$ cat src/rtl/dc_axi_rd_responder.sv
// AXI read responder: queues AR requests, waits a fixed latency, then
// returns an INCR burst whose data is the byte address of each beat.
module dc_axi_rd_responder #(
  parameter int unsigned ID_W   = 16,
  parameter int unsigned ADDR_W = 64,
  parameter int unsigned DATA_W = 64,
  parameter int unsigned DEPTH  = 4,
  parameter int unsigned RD_LAT = 2
) (
  input  logic                         clk,
  input  logic                         rst_n,
  input  logic [ID_W-1:0]              arid_i,
  input  logic [ADDR_W-1:0]            araddr_i,
  input  logic [7:0]                   arlen_i,
  input  logic                         arvalid_i,
  output logic                         arready_o,
  output logic [ID_W-1:0]              rid_o,
  output logic [DATA_W-1:0]            rdata_o,
  output logic [1:0]                   rresp_o,
  output logic                         rlast_o,
  output logic                         rvalid_o,
  input  logic                         rready_i,
  output logic [$clog2(DEPTH+1)-1:0]   req_cnt_o
);

  localparam int unsigned CNT_W  = $clog2(DEPTH + 1);
  localparam int unsigned PTR_W  = $clog2(DEPTH);
  localparam int unsigned LAT_W  = 4;
  localparam int unsigned BEAT_W = 9;
  localparam logic [ADDR_W-1:0] STRIDE = ADDR_W'(DATA_W / 8);

  typedef struct packed {
    logic [ID_W-1:0]   id;
    logic [ADDR_W-1:0] addr;
    logic [7:0]        len;
  } req_t;

  typedef enum logic [1:0] {
    S_IDLE,
    S_WAIT,
    S_BURST
  } state_t;

  req_t              mem [DEPTH];
  logic [PTR_W-1:0]  wr_ptr;
  logic [PTR_W-1:0]  rd_ptr;
  logic [CNT_W-1:0]  count;
  logic              push;
  logic              pop;
  req_t              head;

  state_t            state_q, state_d;
  logic [LAT_W-1:0]  lat_q, lat_d;
  logic [BEAT_W-1:0] beat_q, beat_d;
  logic [ID_W-1:0]   id_q, id_d;
  logic [ADDR_W-1:0] addr_q, addr_d;
  logic [7:0]        len_q, len_d;
  logic [ADDR_W-1:0] addr_nxt;
  logic [BEAT_W-1:0] beat_nxt;
  logic              rvalid_d, rlast_d;
  logic [ID_W-1:0]   rid_d;
  logic [DATA_W-1:0] rdata_d;

  // Accept decode uses registered occupancy only, so a pop never frees a slot on the same edge
  assign arready_o = (count != CNT_W'(DEPTH));
  assign push      = arvalid_i && arready_o;
  assign head      = mem[rd_ptr];
  assign req_cnt_o = count;
  assign rresp_o   = 2'b00;
  assign addr_nxt  = addr_q + STRIDE;
  assign beat_nxt  = beat_q + BEAT_W'(1);

  // Request storage (contents need no reset; pointers qualify them)
  always_ff @(posedge clk) begin
    if (push) mem[wr_ptr] <= '{id: arid_i, addr: araddr_i, len: arlen_i};
  end

  // FIFO pointers and occupancy
  always_ff @(posedge clk or negedge rst_n) begin
    if (!rst_n) begin
      wr_ptr <= '0;
      rd_ptr <= '0;
      count  <= '0;
    end else begin
      if (push) wr_ptr <= wr_ptr + PTR_W'(1);
      if (pop)  rd_ptr <= rd_ptr + PTR_W'(1);
      case ({push, pop})
        2'b10:   count <= count + CNT_W'(1);
        2'b01:   count <= count - CNT_W'(1);
        default: count <= count;
      endcase
    end
  end

  // Service FSM state and registered R channel
  always_ff @(posedge clk or negedge rst_n) begin
    if (!rst_n) begin
      state_q  <= S_IDLE;
      lat_q    <= '0;
      beat_q   <= '0;
      id_q     <= '0;
      addr_q   <= '0;
      len_q    <= '0;
      rvalid_o <= 1'b0;
      rlast_o  <= 1'b0;
      rid_o    <= '0;
      rdata_o  <= '0;
    end else begin
      state_q  <= state_d;
      lat_q    <= lat_d;
      beat_q   <= beat_d;
      id_q     <= id_d;
      addr_q   <= addr_d;
      len_q    <= len_d;
      rvalid_o <= rvalid_d;
      rlast_o  <= rlast_d;
      rid_o    <= rid_d;
      rdata_o  <= rdata_d;
    end
  end

  // Next-state: pop -> latency wait -> beats; R outputs hold unless a beat is accepted
  always_comb begin
    state_d  = state_q;
    lat_d    = lat_q;
    beat_d   = beat_q;
    id_d     = id_q;
    addr_d   = addr_q;
    len_d    = len_q;
    rvalid_d = rvalid_o;
    rlast_d  = rlast_o;
    rid_d    = rid_o;
    rdata_d  = rdata_o;
    pop      = 1'b0;
    case (state_q)
      S_IDLE: begin
        if (count != '0) begin
          pop    = 1'b1;
          id_d   = head.id;
          addr_d = head.addr;
          len_d  = head.len;
          beat_d = '0;
          if (RD_LAT == 0) begin
            state_d  = S_BURST;
            rvalid_d = 1'b1;
            rid_d    = head.id;
            rdata_d  = DATA_W'(head.addr);
            rlast_d  = (head.len == 8'd0);
          end else begin
            state_d = S_WAIT;
            lat_d   = LAT_W'(RD_LAT);
          end
        end
      end
      S_WAIT: begin
        lat_d = lat_q - LAT_W'(1);
        if (lat_q == LAT_W'(1)) begin
          state_d  = S_BURST;
          rvalid_d = 1'b1;
          rid_d    = id_q;
          rdata_d  = DATA_W'(addr_q);
          rlast_d  = (len_q == 8'd0);
        end
      end
      S_BURST: begin
        if (rready_i) begin
          if (beat_q == BEAT_W'(len_q)) begin
            state_d  = S_IDLE;
            rvalid_d = 1'b0;
            rlast_d  = 1'b0;
          end else begin
            beat_d  = beat_nxt;
            addr_d  = addr_nxt;
            rdata_d = DATA_W'(addr_nxt);
            rlast_d = (beat_nxt == BEAT_W'(len_q));
          end
        end
      end
      default: state_d = S_IDLE;
    endcase
  end

endmodule

$ cat config.mk
export PLATFORM = sky130hd
export DESIGN_NAME = dc_axi_rd_responder
export DESIGN_NICKNAME = d
export VERILOG_FILES = /design/src/rtl/dc_axi_rd_responder.sv
export SDC_FILE = /design/constraint.sdc
export NUM_CORES = 1
export LEC_CHECK = 0
export ABC_AREA = 0
export CORE_UTILIZATION = 34
export CTS_BUF_LIST = sky130_fd_sc_hd__clkbuf_16
export CTS_CLUSTER_SIZE = 8
export DETAILED_ROUTE_END_ITERATION = 10
export GPL_TIMING_DRIVEN = 0
export SLEW_MARGIN = 20
export SYNTH_ARGS = -nofsm -noshare
export SYNTH_HDL_FRONTEND = slang
export SYNTH_SLANG_ARGS = --single-unit
$ cat constraint.sdc
create_clock -name clk -period 8.2 [get_ports clk]
set_input_delay 1.23 -clock clk [delete_from_list [all_inputs] [get_ports clk]]
set_output_delay 1.23 -clock clk [all_outputs]
set_load 0.005 [all_outputs]
# Yosys cells after proc, flatten, opt, wreduce, memory -nomap -nowiden
# Memory sizes are Yosys's and may differ from the RTL's.
# Cells that the tools add are included.
[totals]
reg_bits = 192
ramBits = 352
inputBits = 92
output_inout_bits = 88
wordCells = 80
n_memories = 1
[op_classes]
addsub = 7
eq_ne = 13
n_mux = 30
n_reduce_logical = 16
[mem_list]
columns = ["name", "depth", "width", "read_ports", "rd_clocked_by_memory_dff", "write_ports", "line_no", "text"]
rows = [
  ["mem", 4, 88, 1, 0, 1, "44", "req_t mem [DEPTH];"],
]
[op_table]
columns = ["operator", "count"]
rows = [
  ["2-to-1 mux 64 bit", 4],
  ["case mux 64 bit (2 select lines)", 2],
  ["adder 64 x 4 -> 64 bit (second input constant)", 1],
  ["2-to-1 mux 9 bit", 3],
  ["equality test 9 x 8 -> 1 bit", 2],
  ["case mux 9 bit (2 select lines)", 1],
  ["AND reduction 4 bit", 4],
  ["2-to-1 mux 1 bit", 10],
  ["!= test 2 bit (second input constant)", 5],
  ["adder 9 x 1 -> 9 bit (second input constant)", 1],
  ["zero test 8 bit", 1],
  ["2-to-1 mux 2 bit", 4],
  ["case mux 4 bit (2 select lines)", 1],
  ["nonzero test 2 bit", 4],
  ["case mux 2 bit (3 select lines)", 1],
  ["case mux 3 bit (2 select lines)", 1],
  ["AND reduction 2 bit", 3],
  ["adder 2 x 1 -> 2 bit (second input constant)", 2],
  ["equality test 2 x 1 -> 1 bit (second input constant)", 2],
  ["equality test 2 bit (second input constant)", 2],
  ["equality test 4 x 1 -> 1 bit (second input constant)", 1],
  ["2-to-1 mux 4 bit", 1],
  ["case mux 1 bit (2 select lines)", 2],
  ["subtractor 4 x 1 -> 4 bit (second input constant)", 1],
  ["7 further kinds", 7],
]

# Depth between registers and ports, before layout
# Gate-level depths: netlist (run 1).
[logic_depth]
word_depth = 5
ltp_mapped = 10
depth_no_buf = 10

# Worst setup path before layout (run 1)
# Ideal clock, no wire load.
[synth_timing]
path_kind = "input -> register"
startpoint = "input port arvalid_i"
endpoint = "memory mem[0][0] in the netlist's numbering, enable pin"
setup_ps = 457
t_arrival_ps = 3313
t_required_ps = 7743
setup_slack_ps = 4430
cell_stages = 1
path_buffers = 0
path_cell_list = "and3_1"
[synth_between]
elab_chain_cells = 3
[synth_lines]
columns = ["item", "line_no", "text"]
rows = [
  ["start, declared", "15", "input logic arvalid_i,"],
  ["logical AND 1 bit", "66", "assign push = arvalid_i && arready_o;"],
  ["2-to-1 mux 1 bit", "75", "if (push) mem[wr_ptr] <= '{id: arid_i, addr: araddr_i, len: arlen_i};"],
  ["2-to-1 mux 1 bit (not written as such)", "75", ""],
  ["end, declared", "44", ""],
]
# Every way passes these cells.

# Worst setup path after layout (run 1)
[layout_timing]
startpoint = "input port rready_i"
endpoint = "register addr_q[53]"
[layout_between]
elab_chain_cells = 2
[layout_lines]
columns = ["item", "line_no", "text"]
rows = [
  ["start, declared", "22", "input logic rready_i,"],
  ["!= test 2 bit (no source line)", "-", ""],
  ["AND reduction 4 bit (no source line)", "-", ""],
  ["end signal, assigned", "113", "addr_q <= addr_d;"],
  ["end, declared", "56", "logic [ADDR_W-1:0] addr_q, addr_d;"],
]
# Every way passes these cells.
# A chain may end at the register's enable or synchronous reset.

==> results of run 1 <==
==> layout make-up <==
type | instances | area, µm² | area share [%]
flip-flops and latches | 544 | 15400 | 53.7
multi-input cells | 1002 | 7330 | 25.6
inverters | 16 | 60.1 | 0.210
clock inverters | 61 | 307 | 1.07
repair buffers | 187 | 2010 | 7.01
diodes | 2 | 5.00 | 0.0175
plain buffers | 111 | 480 | 1.68
well taps | 873 | 1090 | 3.81
clock buffers | 79 | 1980 | 6.90
==> stage by stage <==
step                instance area, µm²  total power [mW]  std cells  utilization [%]  setup slack, ns
global placement                 26100              8.04       2723             38.7            -2.77
global route                     28600              11.6       2873             42.5             3.79
floorplan                        23200              6.41       1673                -             4.43
CTS                              28600              11.1       2873             42.5             3.98
detailed placement               26300              8.11       2733             39.1             3.35
finish                           28600              11.0       2875             42.5             3.81
==> worst max-delay path, cell delays in order <==
cell             delay [ns]
clkdlybuf4s50_1        0.64
inv_1                  0.09
a221oi_1               1.04
o21a_1                 0.25
clkbuf_1               0.43
clkbuf_1               0.79
nand3_1                0.16
o22a_1                 0.24
==> sequential cells by signal, indices dropped and copies added (netlist names), 3 cells and up <==
name / flops
req_cnt_o: 3
rdata_o: 64
rid_o: 16
beat_q: 9
id_q: 16
addr_q: 64
len_q: 8
lat_q: 4
mem: 352
==> power by group through the flow <==
stage                     logic, mW  clock network (mW)  registers, mW
after floorplan                2.24                   0           4.16
after global placement         3.73                   0           4.31
after detailed placement       3.84                   0           4.27
after CTS                      3.86                3.00           4.23
after global routing           4.15                3.11           4.30
final                          3.81                2.94           4.22
==> logic make-up after synthesis <==
logic type	count (synthesis)	synth area share, %
fa+ha+maj	10	0.571
other cells	1	0.0162
flops	544	66.2
mux	115	9.80
compound gates	266	6.84
simple gates	529	11.2
buf+inv	127	2.32
xor+xnor	80	3.02
==> layer usage <==
metal	share of wire, %	routed length [µm]	up-vias	global-route usage [%]
met5	0.12	80	-	0
met4	2.3	1520	12	6.15
met3	6.8	4520	106	4.03
met2	48	32200	543	31.6
met1	42	28200	7739	25.6
li1	-	-	6843	-
==> how the worst max path moves through the flow <==
stage                         start                endpoint  slack (ns)
after global routing       rready_i  addr_q[42]$_DFFE_PN0P_        3.79
after detailed placement   rready_i  addr_q[53]$_DFFE_PN0P_        3.35
final                      rready_i  addr_q[53]$_DFFE_PN0P_        3.81
after floorplan           arvalid_i     mem[0][0]$_DFFE_PP_        4.43
after global placement        rst_n     id_q[2]$_DFFE_PN0P_       -2.77
after CTS                  rready_i  addr_q[53]$_DFFE_PN0P_        3.98
==> cell usage in the layout (no fill, tap or decap), drive strengths merged, types with 8 or more instances in the layout <==
| cell | Yosys | final |
|---|---|---|
| edfxtp | 352 | 352 |
| mux2i | 8 | 8 |
| clkbuf | 64 | 144 |
| inv | 16 | 72 |
| o21ai | 134 | 134 |
| and2 | 10 | 10 |
| a31oi | 14 | 14 |
| xor2 | 45 | 45 |
| mux4 | 88 | 88 |
| mux2 | 19 | 19 |
| nand3 | 69 | 69 |
| o311ai | 12 | 12 |
| and3 | 23 | 23 |
| xnor2 | 35 | 35 |
| ha | 9 | 9 |
| nor3 | 29 | 29 |
| nand2 | 223 | 223 |
| a21oi | 46 | 46 |
| nor4 | 13 | 13 |
| clkdlybuf4s50 | 0 | 176 |
| o22a | 12 | 12 |
| buf | 47 | 57 |
| nand4 | 29 | 29 |
| and4 | 12 | 12 |
| dfrtp | 192 | 192 |
| a2bb2oi | 10 | 10 |
| nor2 | 80 | 80 |
==> reports/qor.yml, run 1 <==
worst_setup_path:
  cp_max_fo: 10
  crit_required_ns: 8.69
  r2r_start: "state_q[1]$_DFFE_PN0P_"
  worst-setup-path-type: "in2reg"
  start_kind: "input pin"
  reg2reg_depth: 7
  cp-end-kind: "flip-flop"
  cp.arrival_ns: 4.88
  r2r_end: "addr_q[53]$_DFFE_PN0P_"
  r2r_slack_ns: 4.61
pwr:
  pwr-share-clk_pct: 26.8
  internal_power_mw: 7.12
  p_leak_nw: 10.4
  ir_drop_mv: 0.209
  power_density_nw_per_um2: 383
  seqPwrFrac_pct: 38.5
  p_sw_share_pct: 35.1
  switching_power_mw: 3.84
  power_frac_comb_pct: 34.7
global_routing:
  grt_max_degree: 81
  grt_pass1_vias: 15500
  grt_pass1_wl_um: 99900
  antenna_found_initial: 9
  grt_usage_pct: 19.3
  grt-ovfl-total: 0
cts:
  hold_buffers: 0
  numCtsBuffers: 78
  cts_buffer_depth: 3
  htreeDepth: 3
  root_buffer: "clkbuf_16"
  cts_num_sinks: 544
  postCtsSetupRepairBufs: 0
  clk_pin_slew_ns: 0.05
  clk_latency_ns: 0.62
  ctsResizeCount: 0
  cts_tree: "built"
floorplanning:
  initial_utilization_pct: 34.4
  die_area_um2: 69300
  die_y_um: 263
  num_rows: 95
  die_w_um: 263
  core_um2: 67400
  ios: 180
routing:
  wl_per_cell_um: 23.1
  drc: 0
  dr.pass1.iters: 7
  wl_um: 66500
  vias: 15200
  via_per_inst: 5.30
  ant_nets: 0
  drt_iter0_markers: 1516
sta:
  skew_ns: 0.0254
  worst_pin_slew_ns: 1.24
  maxSlewViolCount: 0
  rsz0062_at_grt: "false"
  min_period_ns: 4.39
  hold-worst-slack_ns: 0.469
  period_share_pct: 53.5
  setup_violations: 0
  relSlewSlack_pct: 17.4
  hold_violations: 0
  clock.fmax_mhz: 228
  fin_setup_tns_ns: 0
synth:
  syn_inst: 1672
  synth_area_leaders: "edfxtp_1 46%, dfrtp_1 21%, mux4_2 8.5%, nand2_1 3.6%, o21ai_0 2.8%"
  synth_area_um2: 23200
  async_flop_share_pct: 35.3
  yosysWarnings: 0
  synth_top_cell_by_area: "edfxtp_1"
  ys_types: 73
  synthTopCellsByCount: "352 x edfxtp_1, 223 x nand2_1, 192 x dfrtp_1, 129 x o21ai_0, 88 x mux4_2"
  yosysSeqAreaShare_pct: 66.2
  synth_top_area_share_pct: 45.5
  synthFlopType: "edfxtp_1"
  syn_area_per_cell_um2: 13.9
  synth_most_common_cell: "edfxtp_1"
  synth_edf_count: 352
  yosys_register_bits: 544
place:
  place_congestion: 0.931
  hpwl_um: 46600
  placement.io_buffers: 177
layout:
  syn2layout_area_growth_pct: 23.3
  num-nets-final: 2042
  n_fill_cell: 6118
  drive_gt1_share_pct: 13.6
hold_path:
  hold-path-endpoint: "id_q[4]$_DFFE_PN0P_"
  holdPathStages: 2
  hold_start: "id_q[4]$_DFFE_PN0P_"
  hp-class: "reg2reg"
job:
  maxCapViolCount: 0
outcome:
  status: "completed"
Note: power is estimated with default switching activity, not from simulation.
==> inputs of run 2 (changes only) <==
==> constraint.sdc (replaced) <==
create_clock -name clk -period 3.6 [get_ports clk]
set_input_delay 0.54 -clock clk [delete_from_list [all_inputs] [get_ports clk]]
set_output_delay 0.54 -clock clk [all_outputs]
set_load 0.005 [all_outputs]
==> reports/qor.yml, run 2 (synthesis gave the netlist of run 1 again) <==
worst_setup_path:
  reg2reg_depth: 7  # unchanged
  start_kind: "input pin"
  cp-end-kind: "flip-flop"
  cp_max_fo: 10  # unchanged
  cp.arrival_ns: 3.90  # -0.98 ns
  cp_top_family: "buffers and inverters"
  crit_slowest_cell: "clkbuf_1"
  r2r_start: "state_q[0]$_DFFE_PN0P_"
  worst-setup-path-type: "in2reg"
  critical_path.most_common_cell: "clkbuf_1"
  r2r_end: "addr_q[42]$_DFFE_PN0P_"
  crit_required_ns: 4.13  # -4.56 ns
  r2r_slack_ns: 0.28  # -4.33 ns
  path_cells: "clkdlybuf4s50_1, inv_1, a221oi_2, o21a_1, clkbuf_1, clkbuf_1, o22ai_1, nor3_1"
  cpPeakStageDelay_ns: 0.81  # -0.23 ns
  critPathBufInv: 4  # unchanged
cts:
  root_buffer: "clkbuf_16"
  cts_buffer_depth: 3  # unchanged
  htreeDepth: 3  # unchanged
  postCtsSetupRepairBufs: 0  # unchanged
  clk_pin_slew_ns: 0.06  # about the same
  cts_tree: "built"
  clk_latency_ns: 0.61  # about the same
  cts_num_sinks: 544  # unchanged
  numCtsBuffers: 78  # unchanged
sta:
  hold-worst-slack_ns: 0.434  # -0.0346 ns
  worst_pin_slew_ns: 1.20  # -0.0421 ns
  fin_setup_tns_ns: 0  # unchanged
  maxSlewViolCount: 0  # unchanged
  period_share_pct: 93.6
  relSlewSlack_pct: 19.5  # +2.1 points
  setup_violations: 0  # unchanged
  hold_violations: 0  # unchanged
  skew_ns: 0.0224  # -0.00296 ns
  clock.fmax_mhz: 297
  rsz0062_at_grt: "false"
  min_period_ns: 3.37
global_routing:
  grtUsageMet2_pct: 31.6  # unchanged
  grt_use_met1_pct: 25.6  # unchanged
  grt-ovfl-total: 0  # unchanged
  grt_max_degree: 81  # unchanged
  antenna_found_initial: 9  # unchanged
  gr-max-usage-layer: "met2"
  grt_pass1_vias: 15500  # unchanged
  grt_usage_pct: 19.3  # unchanged
  grt_pass1_wl_um: 99900  # unchanged
  met3_usage_pct: 4.03  # unchanged
routing:
  vias: 15200  # -0.098%
  via_per_inst: 5.29  # -0.13%
  ant_nets: 0  # unchanged
  dr.pass1.iters: 5  # -2
  wl_per_cell_um: 23.2  # about the same
  drc: 0  # unchanged
  drt_iter0_markers: 1602  # +5.7%
  wl_um: 66600  # about the same
place:
  placed_area_um2: 26300  # unchanged
  place_congestion: 0.931  # unchanged
  hpwl_um: 46600  # unchanged
  placement.io_buffers: 177  # unchanged
  placed_cells: 2733  # unchanged
floorplanning:
  die_w_um: 263  # unchanged
  num_rows: 95  # unchanged
  die_y_um: 263  # unchanged
  core_um2: 67400  # unchanged
  die_area_um2: 69300  # unchanged
  initial_utilization_pct: 34.4  # unchanged
  ios: 180  # unchanged
pwr:
  p_leak_nw: 10.4  # about the same
  ir_drop_mv: 0.476  # +130%
  pwr-share-clk_pct: 26.8  # about the same
  switching_power_mw: 8.77  # +130%
  seqPwrFrac_pct: 38.5  # about the same
  power_frac_comb_pct: 34.7  # about the same
  p_total_mw: 25.0  # +130%
  internal_power_mw: 16.2  # +130%
  p_sw_share_pct: 35.1  # about the same
  power_density_nw_per_um2: 872  # +130%
layout:
  num-nets-final: 2043  # +0.049%
  final_cell_mix: "352 x edfxtp_1, 223 x nand2_1, 192 x dfrtp_1"
  syn2layout_area_growth_pct: 23.4  # about the same
  drive_gt1_share_pct: 13.6  # +0.043 points
  top_regs: "mem (352), addr_q (64), rdata_o (64)"
  regMostFlops: "mem"
  largest_reg_flops: 352  # unchanged
  fin_cells: 2876  # +0.035%
  layout_commonest_cell: "edfxtp_1"
  fin_area_um2: 28700  # about the same
outcome:
  status: "completed"
hold_path:
  hp-class: "in2async"
job:
  maxCapViolCount: 0  # unchanged
## run 2: layout make-up
class	count	area, µm²
antenna	2	5.00
buffer	111	480
clock buffer	79	1980
clock inverter	61	307
fill	6121	38700
inverter	16	60.1
multi-input combinational	1002	7340
sequential	544	15400
tap	873	1090
timing repair buffer	188	2020
## run 2: per-stage QoR
stage | utilization [%] | setup WS [ns]
floorplan | - | 0.418
global placement | 38.7 | -6.68
detailed placement | 39.1 | -0.563
CTS | 42.5 | 0.0660
global route | 42.5 | 0.130
finish | 42.5 | 0.230
## run 2: layer usage
metal | wire length, µm | share of wire (%)
met1 | 28300 | 42
met2 | 32300 | 48
met3 | 4480 | 6.7
met4 | 1520 | 2.3
met5 | 80 | 0.12
## run 2: how the worst max path moves through the flow
stage,startpoint,endpoint,depth (start not counted)
floorplan,req_cnt_o[0]$_DFFE_PN0P_,mem[0][0]$_DFFE_PP_,3
global placement,rst_n,id_q[2]$_DFFE_PN0P_,1
detailed placement,rready_i,addr_q[53]$_DFFE_PN0P_,8
CTS,rready_i,addr_q[53]$_DFFE_PN0P_,8
global route,state_q[0]$_DFFE_PN0P_,addr_q[21]$_DFFE_PN0P_,7
finish,rready_i,addr_q[42]$_DFFE_PN0P_,8
## run 2: repair_timing
item                                    4_1_cts  5_1_grt
hold buffers                                  1        0
hold endpoints to repair                     47        0
resized for setup                             0        1
endpoints found under the setup margin        0        8
## run 2: power by group through the flow
stage | Sequential (mW) | Combinational, mW | Clock [mW]
floorplan | 9.48 | 5.11 | 0
global placement | 9.82 | 8.50 | 0
detailed placement | 9.72 | 8.75 | 0
CTS | 9.62 | 8.79 | 6.84
global route | 9.79 | 9.45 | 7.08
finish | 9.62 | 8.68 | 6.69
==> inputs of run 3 (changes only) <==
--- a/config.mk
+++ b/config.mk
@@ -11,6 +11,7 @@
 export CTS_CLUSTER_SIZE = 8
 export DETAILED_ROUTE_END_ITERATION = 10
 export GPL_TIMING_DRIVEN = 0
+export HOLD_SLACK_MARGIN = 0.12
 export SLEW_MARGIN = 20
 export SYNTH_ARGS = -nofsm -noshare
 export SYNTH_HDL_FRONTEND = slang
==> results of run 3 <==
Same layout as run 2: the final DEF is identical, and so are final timing and power.
